--- config.mk ---
export PLATFORM = sky130hd
export DESIGN_NAME = usart_rx_fifo_flat
export DESIGN_NICKNAME = d
export VERILOG_FILES = /design/src/rtl/usart_pkg.sv /design/src/rtl/usart_rx_fifo_if.sv /design/src/rtl/usart_rx_fifo_buf.sv /design/src/rtl/usart_rx_fifo.sv /design/src/flat_wrapper.sv
export SDC_FILE = /design/constraint.sdc
export NUM_CORES = 1
export LEC_CHECK = 0
export CELL_PAD_IN_SITES_DETAIL_PLACEMENT = 1
export CELL_PAD_IN_SITES_GLOBAL_PLACEMENT = 2
export CORE_MARGIN = 2
export CORE_UTILIZATION = 40
export DETAILED_ROUTE_END_ITERATION = 6
export GPL_TIMING_DRIVEN = 0
export PLACE_DENSITY_LB_ADDON = 0.1
export RECOVER_POWER = 50
export SLEW_MARGIN = 20
export SYNTH_ARGS = -nofsm -noshare
export SYNTH_HDL_FRONTEND = slang
export SYNTH_SLANG_ARGS = --single-unit
export TNS_END_PERCENT = 10
--- constraint.sdc ---
create_clock -name comm_clock -period 7.1 [get_ports comm_clock]
set_input_delay 1.775 -clock comm_clock [delete_from_list [all_inputs] [get_ports comm_clock]]
set_output_delay 1.775 -clock comm_clock [all_outputs]
set_load 0.005 [all_outputs]
--- src/rtl/usart_pkg.sv ---
// Shared encodings for the UART receive path: parity selection and receiver FSM states.
package usart_pkg;

  typedef enum logic [1:0] {
    PAR_NONE = 2'b00,
    PAR_EVEN = 2'b01,
    PAR_ODD  = 2'b10,
    PAR_RSVD = 2'b11
  } parity_mode_e;

  typedef enum logic [2:0] {
    IDLE,
    START,
    DATA,
    PARITY,
    STOP
  } rx_state_e;

endpackage

--- src/rtl/usart_rx_fifo_if.sv ---
// Bus-side view of the receive FIFO: head word with its error flags, pop handshake, status.
interface usart_rx_fifo_if #(
  parameter int DATA_BITS  = 8,
  parameter int FIFO_DEPTH = 16
);
  // valid/ready: valid is high while a word is held at the head; the word is consumed on any
  // clock edge where valid && ready; data_out and both error flags describe that head word.
  logic [DATA_BITS-1:0]        data_out;
  logic                        valid;
  logic                        ready;
  logic                        frame_error;
  logic                        parity_error;
  logic                        overrun;
  logic                        clear_overrun;
  logic [$clog2(FIFO_DEPTH):0] fill_level;

  modport master (
    output data_out, valid, frame_error, parity_error, overrun, fill_level,
    input  ready, clear_overrun
  );

  modport slave (
    input  data_out, valid, frame_error, parity_error, overrun, fill_level,
    output ready, clear_overrun
  );
endinterface

--- src/rtl/usart_rx_fifo_buf.sv ---
// Synchronous FIFO holding received words with their error flags; accepts a write when full
// if a read happens in the same cycle.
module usart_rx_fifo_buf #(
  parameter int WIDTH = 10,
  parameter int DEPTH = 16
) (
  input  logic                   clk,
  input  logic                   rst_n,
  input  logic                   wr_en,
  input  logic [WIDTH-1:0]       wr_data,
  input  logic                   rd_en,
  output logic [WIDTH-1:0]       rd_data,
  output logic                   full,
  output logic                   empty,
  output logic [$clog2(DEPTH):0] fill
);
  localparam int AW = $clog2(DEPTH);

  logic [WIDTH-1:0] mem [DEPTH];
  logic [AW-1:0]    wr_ptr;
  logic [AW-1:0]    rd_ptr;
  logic [AW:0]      count;
  logic             do_rd;
  logic             do_wr;

  assign empty   = (count == '0);
  assign full    = (count == (AW+1)'(DEPTH));
  assign fill    = count;
  assign do_rd   = rd_en && !empty;
  assign do_wr   = wr_en && (!full || do_rd);
  // Head is forced to zero when empty so the outputs read as cleared after reset.
  assign rd_data = empty ? '0 : mem[rd_ptr];

  always_ff @(posedge clk or negedge rst_n) begin
    if (!rst_n) begin
      wr_ptr <= '0;
      rd_ptr <= '0;
      count  <= '0;
    end else begin
      if (do_wr) wr_ptr <= wr_ptr + 1'b1;
      if (do_rd) rd_ptr <= rd_ptr + 1'b1;
      case ({do_wr, do_rd})
        2'b10:   count <= count + 1'b1;
        2'b01:   count <= count - 1'b1;
        default: count <= count;
      endcase
    end
  end

  always_ff @(posedge clk) begin
    if (do_wr) mem[wr_ptr] <= wr_data;
  end
endmodule

--- src/rtl/usart_rx_fifo.sv ---
// UART receiver: pin synchroniser, oversample tick divider, frame FSM and shifter feeding a
// buffered FIFO with per-word error flags, sticky overrun and RTS flow control.
module usart_rx_fifo
  import usart_pkg::*;
#(
  parameter int DATA_BITS    = 8,
  parameter int OVERSAMPLE   = 16,
  parameter int CLKDIV_WIDTH = 12,
  parameter int FIFO_DEPTH   = 16,
  parameter int RTS_LEVEL    = 12
) (
  input  logic                    comm_clock,
  input  logic                    reset,
  input  logic [CLKDIV_WIDTH-1:0] clocks_per_tick,
  input  logic [1:0]              parity_mode,
  input  logic                    two_stop,
  input  logic                    rx_pin,
  output logic                    rts_pin,
  output rx_state_e               rx_state,
  usart_rx_fifo_if.master         bus
);
  localparam int TW = $clog2(OVERSAMPLE);
  localparam int BW = (DATA_BITS > 2) ? $clog2(DATA_BITS) : 1;
  localparam int FW = $clog2(FIFO_DEPTH) + 1;
  localparam logic [TW-1:0] HALF_M1 = TW'(OVERSAMPLE/2 - 1);
  localparam logic [TW-1:0] FULL_M1 = TW'(OVERSAMPLE - 1);
  localparam logic [BW-1:0] DBIT_M1 = BW'(DATA_BITS - 1);
  localparam logic [FW-1:0] RTS_LV  = FW'(RTS_LEVEL);

  logic                    sync1, rx_s, rx_prev;
  logic [CLKDIV_WIDTH-1:0] div_cnt;
  logic                    tick;
  logic [TW-1:0]           tick_cnt;
  logic [BW-1:0]           bit_cnt;
  logic [DATA_BITS-1:0]    shift;
  logic                    par_err, frm_err, push_q;
  rx_state_e               state, state_next;
  logic                    fall, sample, done, enter_start, par_en;
  logic [TW-1:0]           limit;
  logic [BW-1:0]           stop_last;
  logic                    buf_full, buf_empty, overflow;
  logic [DATA_BITS+1:0]    head;

  assign rx_state    = state;
  assign fall        = rx_prev && !rx_s;
  assign tick        = (div_cnt == '0);
  assign limit       = (state == START) ? HALF_M1 : FULL_M1;
  assign sample      = tick && (tick_cnt == limit);
  assign par_en      = (parity_mode == PAR_EVEN) || (parity_mode == PAR_ODD);
  assign stop_last   = {{(BW-1){1'b0}}, two_stop};
  assign enter_start = (state == IDLE) && (state_next == START);

  always_comb begin
    state_next = state;
    done       = 1'b0;
    case (state)
      IDLE:   if (fall) state_next = START;
      START:  if (sample) state_next = rx_s ? IDLE : DATA;
      DATA:   if (sample && bit_cnt == DBIT_M1) state_next = par_en ? PARITY : STOP;
      PARITY: if (sample) state_next = STOP;
      STOP: begin
        if (sample && bit_cnt == stop_last) begin
          state_next = IDLE;
          done       = 1'b1;
        end
      end
      default: state_next = IDLE;
    endcase
  end

  always_ff @(posedge comm_clock or negedge reset) begin
    if (!reset) state <= IDLE;
    else        state <= state_next;
  end

  always_ff @(posedge comm_clock or negedge reset) begin
    if (!reset) begin
      sync1    <= 1'b1;
      rx_s     <= 1'b1;
      rx_prev  <= 1'b1;
      div_cnt  <= CLKDIV_WIDTH'(1);
      tick_cnt <= '0;
      bit_cnt  <= '0;
      shift    <= '0;
      par_err  <= 1'b0;
      frm_err  <= 1'b0;
      push_q   <= 1'b0;
    end else begin
      sync1   <= rx_pin;
      rx_s    <= sync1;
      rx_prev <= rx_s;
      push_q  <= done;
      // Reloading on START entry centres the half-bit wait on the detected edge.
      if (enter_start || tick) div_cnt <= clocks_per_tick;
      else                     div_cnt <= div_cnt - 1'b1;
      if (enter_start)  tick_cnt <= '0;
      else if (tick)    tick_cnt <= (tick_cnt == limit) ? '0 : tick_cnt + 1'b1;
      if (state_next != state) bit_cnt <= '0;
      else if (sample)         bit_cnt <= bit_cnt + 1'b1;
      if (enter_start) begin
        par_err <= 1'b0;
        frm_err <= 1'b0;
      end
      if (state == DATA && sample)   shift   <= {rx_s, shift[DATA_BITS-1:1]};
      if (state == PARITY && sample) par_err <= (^shift) ^ rx_s ^ (parity_mode == PAR_ODD);
      if (state == STOP && sample && !rx_s) frm_err <= 1'b1;
    end
  end

  usart_rx_fifo_buf #(
    .WIDTH (DATA_BITS + 2),
    .DEPTH (FIFO_DEPTH)
  ) u_buf (
    .clk     (comm_clock),
    .rst_n   (reset),
    .wr_en   (push_q),
    .wr_data ({par_err, frm_err, shift}),
    .rd_en   (bus.ready),
    .rd_data (head),
    .full    (buf_full),
    .empty   (buf_empty),
    .fill    (bus.fill_level)
  );

  assign bus.valid        = !buf_empty;
  assign bus.data_out     = head[DATA_BITS-1:0];
  assign bus.frame_error  = head[DATA_BITS];
  assign bus.parity_error = head[DATA_BITS+1];
  // A full FIFO only drops the word when no pop frees a slot in the same cycle.
  assign overflow         = push_q && buf_full && !bus.ready;

  always_ff @(posedge comm_clock or negedge reset) begin
    if (!reset) begin
      bus.overrun <= 1'b0;
      rts_pin     <= 1'b0;
    end else begin
      if (overflow)               bus.overrun <= 1'b1;
      else if (bus.clear_overrun) bus.overrun <= 1'b0;
      rts_pin <= (bus.fill_level >= RTS_LV);
    end
  end
endmodule

--- src/flat_wrapper.sv ---
// flat-port wrapper written by rule: the top's interface ports become plain ports
module usart_rx_fifo_flat import usart_pkg::*;
#(
  parameter int DATA_BITS    = 8,
  parameter int OVERSAMPLE   = 16,
  parameter int CLKDIV_WIDTH = 12,
  parameter int FIFO_DEPTH   = 16,
  parameter int RTS_LEVEL    = 12
)
  (comm_clock, reset, clocks_per_tick, parity_mode, two_stop, rx_pin, rts_pin, rx_state, bus_data_out, bus_valid, bus_frame_error, bus_parity_error, bus_overrun, bus_fill_level, bus_ready, bus_clear_overrun);
  usart_rx_fifo_if #(.DATA_BITS(DATA_BITS), .FIFO_DEPTH(FIFO_DEPTH)) bus_i ();
  input  logic comm_clock;
  input  logic reset;
  input  logic [CLKDIV_WIDTH-1:0] clocks_per_tick;
  input  logic [1:0] parity_mode;
  input  logic two_stop;
  input  logic rx_pin;
  output logic rts_pin;
  output rx_state_e rx_state;
  output wire logic [$bits(bus_i.data_out)-1:0] bus_data_out;
  output wire logic [$bits(bus_i.valid)-1:0] bus_valid;
  output wire logic [$bits(bus_i.frame_error)-1:0] bus_frame_error;
  output wire logic [$bits(bus_i.parity_error)-1:0] bus_parity_error;
  output wire logic [$bits(bus_i.overrun)-1:0] bus_overrun;
  output wire logic [$bits(bus_i.fill_level)-1:0] bus_fill_level;
  input wire logic [$bits(bus_i.ready)-1:0] bus_ready;
  input wire logic [$bits(bus_i.clear_overrun)-1:0] bus_clear_overrun;
  assign bus_data_out = bus_i.data_out;
  assign bus_valid = bus_i.valid;
  assign bus_frame_error = bus_i.frame_error;
  assign bus_parity_error = bus_i.parity_error;
  assign bus_overrun = bus_i.overrun;
  assign bus_fill_level = bus_i.fill_level;
  assign bus_i.ready = bus_ready;
  assign bus_i.clear_overrun = bus_clear_overrun;
  usart_rx_fifo #(.DATA_BITS(DATA_BITS), .OVERSAMPLE(OVERSAMPLE), .CLKDIV_WIDTH(CLKDIV_WIDTH), .FIFO_DEPTH(FIFO_DEPTH), .RTS_LEVEL(RTS_LEVEL)) u_core (.comm_clock(comm_clock), .reset(reset), .clocks_per_tick(clocks_per_tick), .parity_mode(parity_mode), .two_stop(two_stop), .rx_pin(rx_pin), .rts_pin(rts_pin), .rx_state(rx_state), .bus(bus_i));
endmodule
==> results of run 1 <==
metrics by stage:
| stage | setup WS [ps] | cells | utilization, % |
|---|---|---|---|
| after floorplan | 3367 | 522 | - |
| after global placement | 2110 | 842 | 44.20 |
| after detailed placement | 2418 | 846 | 44.46 |
| after CTS | 1869 | 887 | 47.47 |
| after global routing | 1790 | 887 | 47.44 |
| final | 1994 | 887 | 47.44 |
final timing paths:
kind,end,cells after the start
worst max-delay path,bus_data_out[0],6
worst min-delay path,u_core.rx_s,0
worst max register to register,u_core.u_buf.fill[4],11
worst min register to register,u_core.rx_s,0
max in group asynchronous,u_core.u_buf.rd_ptr[2],1
min in group asynchronous,u_core.bit_cnt[0],1
synthesized netlist by cell type (13+ instances only):
master / count / area [um^2]
nor2_1: 20 / 75.07
nand2_1: 33 / 123.9
a21oi_1: 13 / 65.06
o21ai_0: 20 / 100.1
dfrtp_1: 47 / 1176
nor2b_1: 13 / 81.33
ha_1: 14 / 175.2
mux4_2: 50 / 1126
edfxtp_1: 160 / 4805
xnor2_1: 21 / 183.9
clkbuf_1: 13 / 48.80
inv_1: 13 / 48.80
worst max-delay path: cells and delay by family (launching register included):
kind          cells  cell delay (ps)
buf+inv           3             1370
mux               2              960
flops             1              350
simple gates      1              150
flip-flops by register name (all words and copies together) (netlist names):
register and count:
u_core.shift 8, u_core.rx_prev 1, u_core.u_buf.rd_ptr 4, u_core.tick_cnt 4
u_core.frm_err 1, u_core.par_err 1, u_core.rts_pin 1, u_core.rx_s 1
u_core.u_buf.fill 5, u_core.u_buf.mem 160, u_core.sync1 1, u_core.rx_state 3
u_core.bit_cnt 3, u_core.u_buf.wr_ptr 4, u_core.bus.overrun 1, u_core.push_q 1
u_core.div_cnt 12
power by group:
group	switching (uW)	total (uW)	internal, uW
Clock	465	1060	595
Sequential	81.6	1470	1390
Combinational	353	724	371
routing by layer:
metal,track usage (%),vias up
li1,-,2170
met1,23.00,2529
met2,30.74,82
met3,2.438,28
met4,4.630,0
met5,0,-
layout make-up:
cell class                      instances  area share, %
Buffer                                 25          1.003
Clock buffer                           30          5.813
Clock inverter                         11         0.5197
Inverter                               13         0.4714
Multi-Input combinational cell        273          25.92
Sequential cell                       211          58.79
Tap cell                              280          3.384
Timing Repair Buffer                   44          4.097
cells in the final DEF (no fill, tap or decap), types with 6 or more instances in the layout:
cell,n
clkbuf_1,23
edfxtp_1,160
clkdlybuf4s50_1,37
nor2_2,6
nor2_1,14
o21ai_0,20
mux4_2,50
buf_2,8
inv_1,13
clkbuf_16,23
xor2_1,9
ha_1,14
mux2_2,10
nor2b_1,13
dfrtp_1,47
nand3_1,7
a21oi_1,13
nand2_1,33
xnor2_1,21
cells by family (layout without fill, tap and decap cells):
family / count (synthesis) / after routing / synth area share, %
buf+inv: 38 / 123 / 1.744
mux: 62 / 62 / 14.15
xor+xnor: 30 / 30 / 2.954
fa+ha+maj: 15 / 15 / 2.194
flops: 211 / 211 / 68.42
compound gates: 48 / 48 / 3.207
simple gates: 118 / 118 / 7.329
==> metrics.yaml, run 1 <==
final_layout:
  fill_cells: 2114
  multiInputGateArea_um2: 2684
  layout.nets: 626
  stdcell_area_um2: 10350
  antenna_cells: 0
  area_growth_pct: 16.39
  drive_above_1_share_pct: 19.44
  regArea_um2: 6086
placed_design:
  hpwlAfterDp_um: 13410
  io_buffer_count: 40
  placed_cell_area_um2: 9703
  gp_congestion: 0.7280
sta:
  rsz0062_at_grt: "false"
  post-route-period-util_pct: 71.92
  tns_ps: 0
  finClkSkew_ps: 14.50
  hold_violations: 0
  relSlewSlack_pct: -94.28
  slew_viol_final: 52
  min_period_ps: 5106
  fmax_mhz: 195.8
  worst_hold_slack_ps: 360.6
  setup_viol: 0
  worst_pin_slew_ps: 2914
cts:
  insertion_delay_ps: 500
  ctsResizeCount: 0
  cts_sinks: 211
  cts_tree: "yes"
  cts-root-buf: "clkbuf_16"
  h-tree-depth: 1
  cts_setup_buffers: 0
  clkTransAtPathRegs_ps: 60
  postCtsHoldBufs: 0
  cts_buffer_depth: 3
  cts-buffers-inserted: 23
floorplan:
  dieArea_um2: 23450
  io_pins: 41
  die_height_um: 153.1
  chipWidth_um: 153.1
  start_util_pct: 40.76
  rows: 54
  core_um2: 21820
route:
  wl_um: 19860
  drt-initial-drc-count: 368
  wl_met2_um: 10260
  route.detailed.drc: 0
  routedLengthMet1_um: 8590
  dr.pass1.iters: 4
  top_layer_used: "met4"
  dr_total_vias: 4809
  wire_per_inst_um: 22.38
  wl_met3_um: 637
  ant_nets: 0
  vias_per_cell: 5.422
hold_path:
  hold_path.class: "register to register"
  min_from: "u_core.sync1"
worst_setup_path:
  crit_path_cell_trace: "clkbuf_1 -> clkbuf_1 -> mux4_2 -> mux4_2 -> nor2b_1 -> clkdlybuf4s50_1"
  critPathSlowestCell: "clkbuf_1"
  cp-start-kind: "register"
  critPathCaptureType: "output pin"
  cp_max_fo: 10
  rrSetupSlack_ps: 4020
  cp_slowest_stage_delay_ps: 630
  rr_startpoint: "u_core.u_buf.fill[0]"
  critPathArrivalTime_ps: 3330
  crit_path_start: "u_core.u_buf.rd_ptr[1]"
  critPathKind: "register to output pin"
  required_ps: 5330
synth:
  async_reset_ff_share_pct: 24.17
  yosysSeqAreaShare_pct: 68.42
  synth_seq_cells: 211
  syn-num-nets: 557
  ys.flop_type: "edfxtp_1"
  synth.avg_cell_area_um2: 17.04
  yosysWarnings: 0
  synth_edf_count: 160
  postSynthCellCount: 522
  syn-cell-area_um2: 8895
  synth_cell_types: 48
pwr:
  power_density_nw_per_um2: 314.8
  totalPowerFinal_uw: 3259
  irDropWorstVdd_uv: 157.8
  p_leak_uw: 0.003823
global_route:
  first_global_vias: 5314
  grt.overflow.total: 0
  grt_usage_pct: 17.51
  grt_pass1_wl_um: 31730
  grt_antenna_before_repair: 0
  grt_max_degree: 52
status:
  status: "finished with violations"
  violations: "max-capacitance violations, max-slew violations"
job:
  maxCapViolations: 1
Note: power is estimated with default switching activity, not from simulation.
==> run 2, diff against run 1 <==
- clock period: 7.1 -> 4.7 ns (I/O delays scaled with it)
==> metrics.yaml, run 2 (synthesis results as in run 1) <==
status:
  status: "finished with violations"
  violations: "max-capacitance violations, max-slew violations"
pwr:
  clkPwrFrac_pct: 32.6  # about the same
  combinationalPowerShare_pct: 22.1  # about the same
  p_leak_uw: 0.003903  # +2.1%
  irDropWorstVdd_uv: 238.4  # +51%
  p_sw_uw: 1360  # +51%
  p_seq_share_pct: 45.3  # about the same
  power_density_nw_per_um2: 475.3  # +51%
  p_sw_share_pct: 27.64  # +0.050 points
  p_int_uw: 3561  # +51%
placed_design:
  io_buffer_count: 40  # unchanged
  hpwlAfterDp_um: 13410  # unchanged
  gp_congestion: 0.7280  # unchanged
  preCtsSetupSlack_ps: 617.6  # -1800 ps
worst_setup_path:
  cp_slowest_stage_delay_ps: 660  # +30 ps
  required_ps: 3520  # -1810 ps
  cp_max_fo: 10  # unchanged
  critPathSlowestCell: "clkbuf_1"
  crit_path_start: "u_core.u_buf.rd_ptr[1]"
  crit_path_cell_trace: "clkbuf_1 -> clkbuf_1 -> mux4_2 -> mux4_2 -> nor2b_1 -> clkdlybuf4s50_1"
  rrSetupSlack_ps: 1630  # -2390 ps
  critPathKind: "register to output pin"
  r2r-end: "u_core.u_buf.fill[4]"
  critPathCaptureType: "output pin"
  cp-start-kind: "register"
  r2r_cells: 11  # unchanged
  cp_top_family: "buffers and inverters"
  worst-path-stages: 6  # unchanged
  cp_num_buf_inv: 3  # unchanged
  critPathArrivalTime_ps: 3330  # about the same
  rr_startpoint: "u_core.u_buf.fill[0]"
  crit_end: "bus_data_out[0]"
global_route:
  grtUsageMet3_pct: 2.438  # unchanged
  grt_pass1_wl_um: 31730  # unchanged
  grt.overflow.total: 0  # unchanged
  grt_usage_pct: 17.51  # unchanged
  met2_usage_pct: 30.74  # unchanged
  use_met1_pct: 23.00  # unchanged
  grt_max_degree: 52  # unchanged
  first_global_vias: 5314  # unchanged
  busiest_layer: "met2"
  grt_antenna_before_repair: 0  # unchanged
route:
  route.detailed.drc: 0  # unchanged
  dr_total_vias: 4815  # +0.12%
  dr.pass1.iters: 4  # unchanged
  wire_per_inst_um: 22.43  # +0.22%
  drt-initial-drc-count: 356  # -3.3%
  wl_um: 19900  # +0.22%
  vias_per_cell: 5.428  # +0.12%
  ant_nets: 0  # unchanged
cts:
  insertion_delay_ps: 500  # about the same
  h-tree-depth: 1  # unchanged
  cts_buffer_depth: 3  # unchanged
  clkTransAtPathRegs_ps: 60  # about the same
  cts-buffers-inserted: 23  # unchanged
  cts-root-buf: "clkbuf_16"
  cts_sinks: 211  # unchanged
  cts_tree: "yes"
final_layout:
  regMostFlops: "u_core.u_buf.mem"
  final_common_cell: "edfxtp_1"
  area_growth_pct: 16.42  # about the same
  largest_reg_flops: 160  # unchanged
  drive_above_1_share_pct: 19.77  # +0.33 points
  layout.nets: 626  # unchanged
  reg_top3: "u_core.u_buf.mem: 160 flops, u_core.div_cnt: 12 flops, u_core.shift: 8 flops"
  antenna_cells: 0  # unchanged
  final_cell_mix: "160 x edfxtp_1, 50 x mux4_2, 47 x dfrtp_1"
hold_path:
  hold_path.class: "register to register"
sta:
  min_period_ps: 4505
  slew_viol_final: 52  # unchanged
  worst_pin_slew_ps: 2915  # +0.7325 ps
  setup_viol: 0  # unchanged
  hold_violations: 0  # unchanged
  post-route-period-util_pct: 95.86
  fmax_mhz: 222.0
  tns_ps: 0  # unchanged
  relSlewSlack_pct: -94.33  # about the same
  finClkSkew_ps: 14.70  # +0.1952 ps
  worst_slack_ps: 194.7  # -1799 ps
  rsz0062_at_grt: "false"
floorplan:
  rows: 54  # unchanged
  core_um2: 21820  # unchanged
  io_pins: 41  # unchanged
  start_util_pct: 40.76  # unchanged
  chipWidth_um: 153.1  # unchanged
  die_height_um: 153.1  # unchanged
  dieArea_um2: 23450  # unchanged
job:
  maxCapViolations: 1  # unchanged
==> run 2: layout make-up <==
type / instances / area (um^2)
fillers: 2113 / 11470
flip-flops and latches: 211 / 6086
multi-input cells: 273 / 2684
clock buffers: 30 / 601.8
repair buffers: 44 / 424.2
well taps: 280 / 350.3
plain buffers: 25 / 106.4
clock inverters: 11 / 53.80
inverters: 13 / 48.80
==> run 2: per-layer routing <==
layer | vias to the layer above | share of wire [%]
met5 | - | 0
met4 | 0 | 2.0
met3 | 30 | 3.4
met2 | 86 | 52
met1 | 2530 | 43
li1 | 2169 | -
==> run 2: worst min-delay path by stage <==
stage	startpoint	to	slack (ps)	depth (start not counted)
floorplan	u_core.sync1	u_core.rx_s	350	0
global placement	u_core.sync1	u_core.rx_s	350	0
detailed placement	u_core.sync1	u_core.rx_s	350	0
CTS	u_core.sync1	u_core.rx_s	360	0
global route	u_core.sync1	u_core.rx_s	360	0
finish	u_core.sync1	u_core.rx_s	360	0
==> run 2: what timing repair did <==
action	in CTS	in global routing
gates resized for setup	0	3
buffers inserted	0	0
hold buffers	0	0
endpoints found under the setup margin	0	1
==> run 2: power by group through the flow <==
| stage | clock network (uW) | registers (uW) | logic, uW |
|---|---|---|---|
| final | 1600 | 2230 | 1090 |
| after global routing | 1720 | 2250 | 1220 |
| after CTS | 1660 | 2230 | 1130 |
| after detailed placement | 0 | 2270 | 1120 |
| after global placement | 0 | 2260 | 1090 |
| after floorplan | 0 | 2240 | 740 |
==> run 2: metrics by stage <==
step | cell area [um^2] | instances | utilization [%] | power (uW) | hold WS, ps
2_1_floorplan | 8895 | 522 | - | 2979 | 345.2
3_3_place_gp | 9646 | 842 | 44.20 | 3354 | 347.8
3_5_place_dp | 9703 | 846 | 44.46 | 3392 | 349.4
4_1_cts | 10360 | 887 | 47.47 | 5018 | 357.9
5_1_grt | 10350 | 887 | 47.45 | 5187 | 364.3
6_report | 10350 | 887 | 47.45 | 4922 | 360.6
==> run 3, diff against run 2 <==
--- a/config.mk
+++ b/config.mk
@@ -7,2 +7,3 @@
 export LEC_CHECK = 0
+export CAP_MARGIN = 20
 export CELL_PAD_IN_SITES_DETAIL_PLACEMENT = 1
==> constraint.sdc (replaced) <==
create_clock -name comm_clock -period 4.7 [get_ports comm_clock]
set_input_delay 0.47 -clock comm_clock [delete_from_list [all_inputs] [get_ports comm_clock]]
set_output_delay 0.47 -clock comm_clock [all_outputs]
set_load 0.005 [all_outputs]
==> metrics.yaml, run 3 (synthesis results as in run 1) <==
cts:
  cts_setup_buffers: 0  # unchanged
  postCtsHoldBufs: 0  # unchanged
  cts_buffer_depth: 3  # unchanged
  cts_sinks: 211  # unchanged
  clkTransAtPathRegs_ps: 60  # about the same
  insertion_delay_ps: 500  # about the same
  h-tree-depth: 1  # unchanged
  cts_tree: "yes"
  ctsResizeCount: 0  # unchanged
  cts-root-buf: "clkbuf_16"
  cts-buffers-inserted: 23  # unchanged
worst_setup_path:
  critPathCaptureType: "output pin"
  critPathArrivalTime_ps: 3350  # +20 ps
  critPathKind: "register to output pin"
  required_ps: 4230  # +710 ps
  cp-start-kind: "register"
  cp_num_buf_inv: 3  # unchanged
  cp_top_family: "buffers and inverters"
  critPathSlowestCell: "clkbuf_1"
  cp_max_fo: 10  # unchanged
  crit_path_cell_trace: "clkbuf_1 -> clkbuf_1 -> mux4_2 -> mux4_2 -> nor2b_1 -> clkdlybuf4s50_1"
  cp_slowest_stage_delay_ps: 640  # -20 ps
route:
  dr_total_vias: 4818  # +0.062%
  wl_um: 19840  # -0.29%
  ant_nets: 0  # unchanged
  wire_per_inst_um: 22.37  # -0.29%
  route.detailed.drc: 0  # unchanged
  vias_per_cell: 5.432  # about the same
  drt-initial-drc-count: 372  # +4.5%
  dr.pass1.iters: 4  # unchanged
final_layout:
  final_cell_mix: "160 x edfxtp_1, 50 x mux4_2, 47 x dfrtp_1"
  final_common_cell: "edfxtp_1"
  regMostFlops: "u_core.u_buf.mem"
  layout.nets: 626  # unchanged
  antenna_cells: 0  # unchanged
  area_growth_pct: 16.47  # about the same
  drive_above_1_share_pct: 19.93  # +0.16 points
  largest_reg_flops: 160  # unchanged
  reg_top3: "u_core.u_buf.mem: 160 flops, u_core.div_cnt: 12 flops, u_core.shift: 8 flops"
sta:
  min_period_ps: 3816  # -689.1 ps
  tns_ps: 0  # unchanged
  worst_slack_ps: 883.8  # +689.1 ps
  rsz0062_at_grt: "false"
  fmax_mhz: 262.0  # +18%
  setup_viol: 0  # unchanged
  slew_viol_final: 52  # unchanged
  finClkSkew_ps: 17.76  # +3.065 ps
  worst_pin_slew_ps: 2907  # -8.394 ps
  relSlewSlack_pct: -93.77  # +0.56 points
  hold_violations: 0  # unchanged
  post-route-period-util_pct: 81.20  # -15 points
floorplan:
  die_height_um: 153.1  # unchanged
  io_pins: 41  # unchanged
  rows: 54  # unchanged
  chipWidth_um: 153.1  # unchanged
  dieArea_um2: 23450  # unchanged
  start_util_pct: 40.76  # unchanged
  core_um2: 21820  # unchanged
global_route:
  grt_pass1_wl_um: 31730  # unchanged
  grt_usage_pct: 17.51  # unchanged
  grt.overflow.total: 0  # unchanged
  met2_usage_pct: 30.74  # unchanged
  grtUsageMet3_pct: 2.438  # unchanged
  use_met1_pct: 23.00  # unchanged
  busiest_layer: "met2"
  grt_antenna_before_repair: 0  # unchanged
  grt_max_degree: 52  # unchanged
  first_global_vias: 5314  # unchanged
placed_design:
  io_buffer_count: 40  # unchanged
  hpwlAfterDp_um: 13410  # unchanged
  preCtsSetupSlack_ps: 1323  # +705.0 ps
  gp_congestion: 0.7280  # unchanged
pwr:
  power_density_nw_per_um2: 474.9  # about the same
  irDropWorstVdd_uv: 238.9  # +0.19%
  p_leak_uw: 0.003910  # +0.17%
status:
  violations: "max-capacitance violations, max-slew violations"
  status: "finished with violations"
job:
  maxCapViolations: 1  # unchanged
hold_path:
  hold_path.class: "register to register"
-- run 3: changes by cell type in the layout (fill, tap and decap cells not counted) --
cell / previous run / this run
buf_2: 9 / 10
clkbuf_2: 1 / 0
clkdlybuf4s50_1: 37 / 35
dlygate4sd3_1: 2 / 4
nor3b_1: 2 / 1
nor3b_2: 1 / 2
-- run 3: worst register-to-register path, stage by stage, from the launching register on --
cell and delay, ps:
dfrtp_1 440, nor4_1 400, nor2b_1 430, nor2b_1 100
clkbuf_1 200, ha_1 290, ha_1 330, nor2b_1 140
o21ai_0 200, a21oi_1 100, nor3_1 230, xor2_1 160
-- run 3: final cells by class --
cell class	count	area (um^2)
buffer	25	106.4
clock buffer	30	601.8
multi-input combinational	273	2689
timing repair buffer	44	424.2
sequential	211	6086
inverter	13	48.80
fill	2114	11460
clock inverter	11	53.80
tap	280	350.3
-- run 3: path summary, 6_finish.rpt --
check / start / endpoint / slack, ps / cells after the start
min in group asynchronous: reset / u_core.rx_state[2] / 920 / 1
setup reg to reg: u_core.u_buf.fill[0] / u_core.u_buf.fill[4] / 1610 / 11
max in group asynchronous: reset / u_core.par_err / 2140 / 1
hold / removal: u_core.sync1 / u_core.rx_s / 360 / 0
hold reg to reg: u_core.sync1 / u_core.rx_s / 360 / 0
setup / recovery: u_core.u_buf.rd_ptr[1] / bus_data_out[0] / 880 / 6
-- run 3: per-layer routing --
metal	vias up	share of wire, %
met4	0	2.0
met2	84	51
met5	-	0
li1	2172	-
met1	2532	43
met3	30	3.2
-- run 3: stage by stage --
step	utilization [%]	instances	hold WS (ps)	area [um^2]	power [uW]
final	47.47	887	360.6	10360	4920
after global routing	47.47	887	364.3	10360	5187
after CTS	47.47	887	42.96	10360	5018
after floorplan	-	522	174.4	8895	2979
after global placement	44.20	842	347.8	9646	3354
after detailed placement	44.46	846	349.4	9703	3392
-- run 3: power breakdown --
part,total [uW],internal (uW),switching [uW]
logic,1090,557,533
clock network,1600,899,703
registers,2230,2100,124
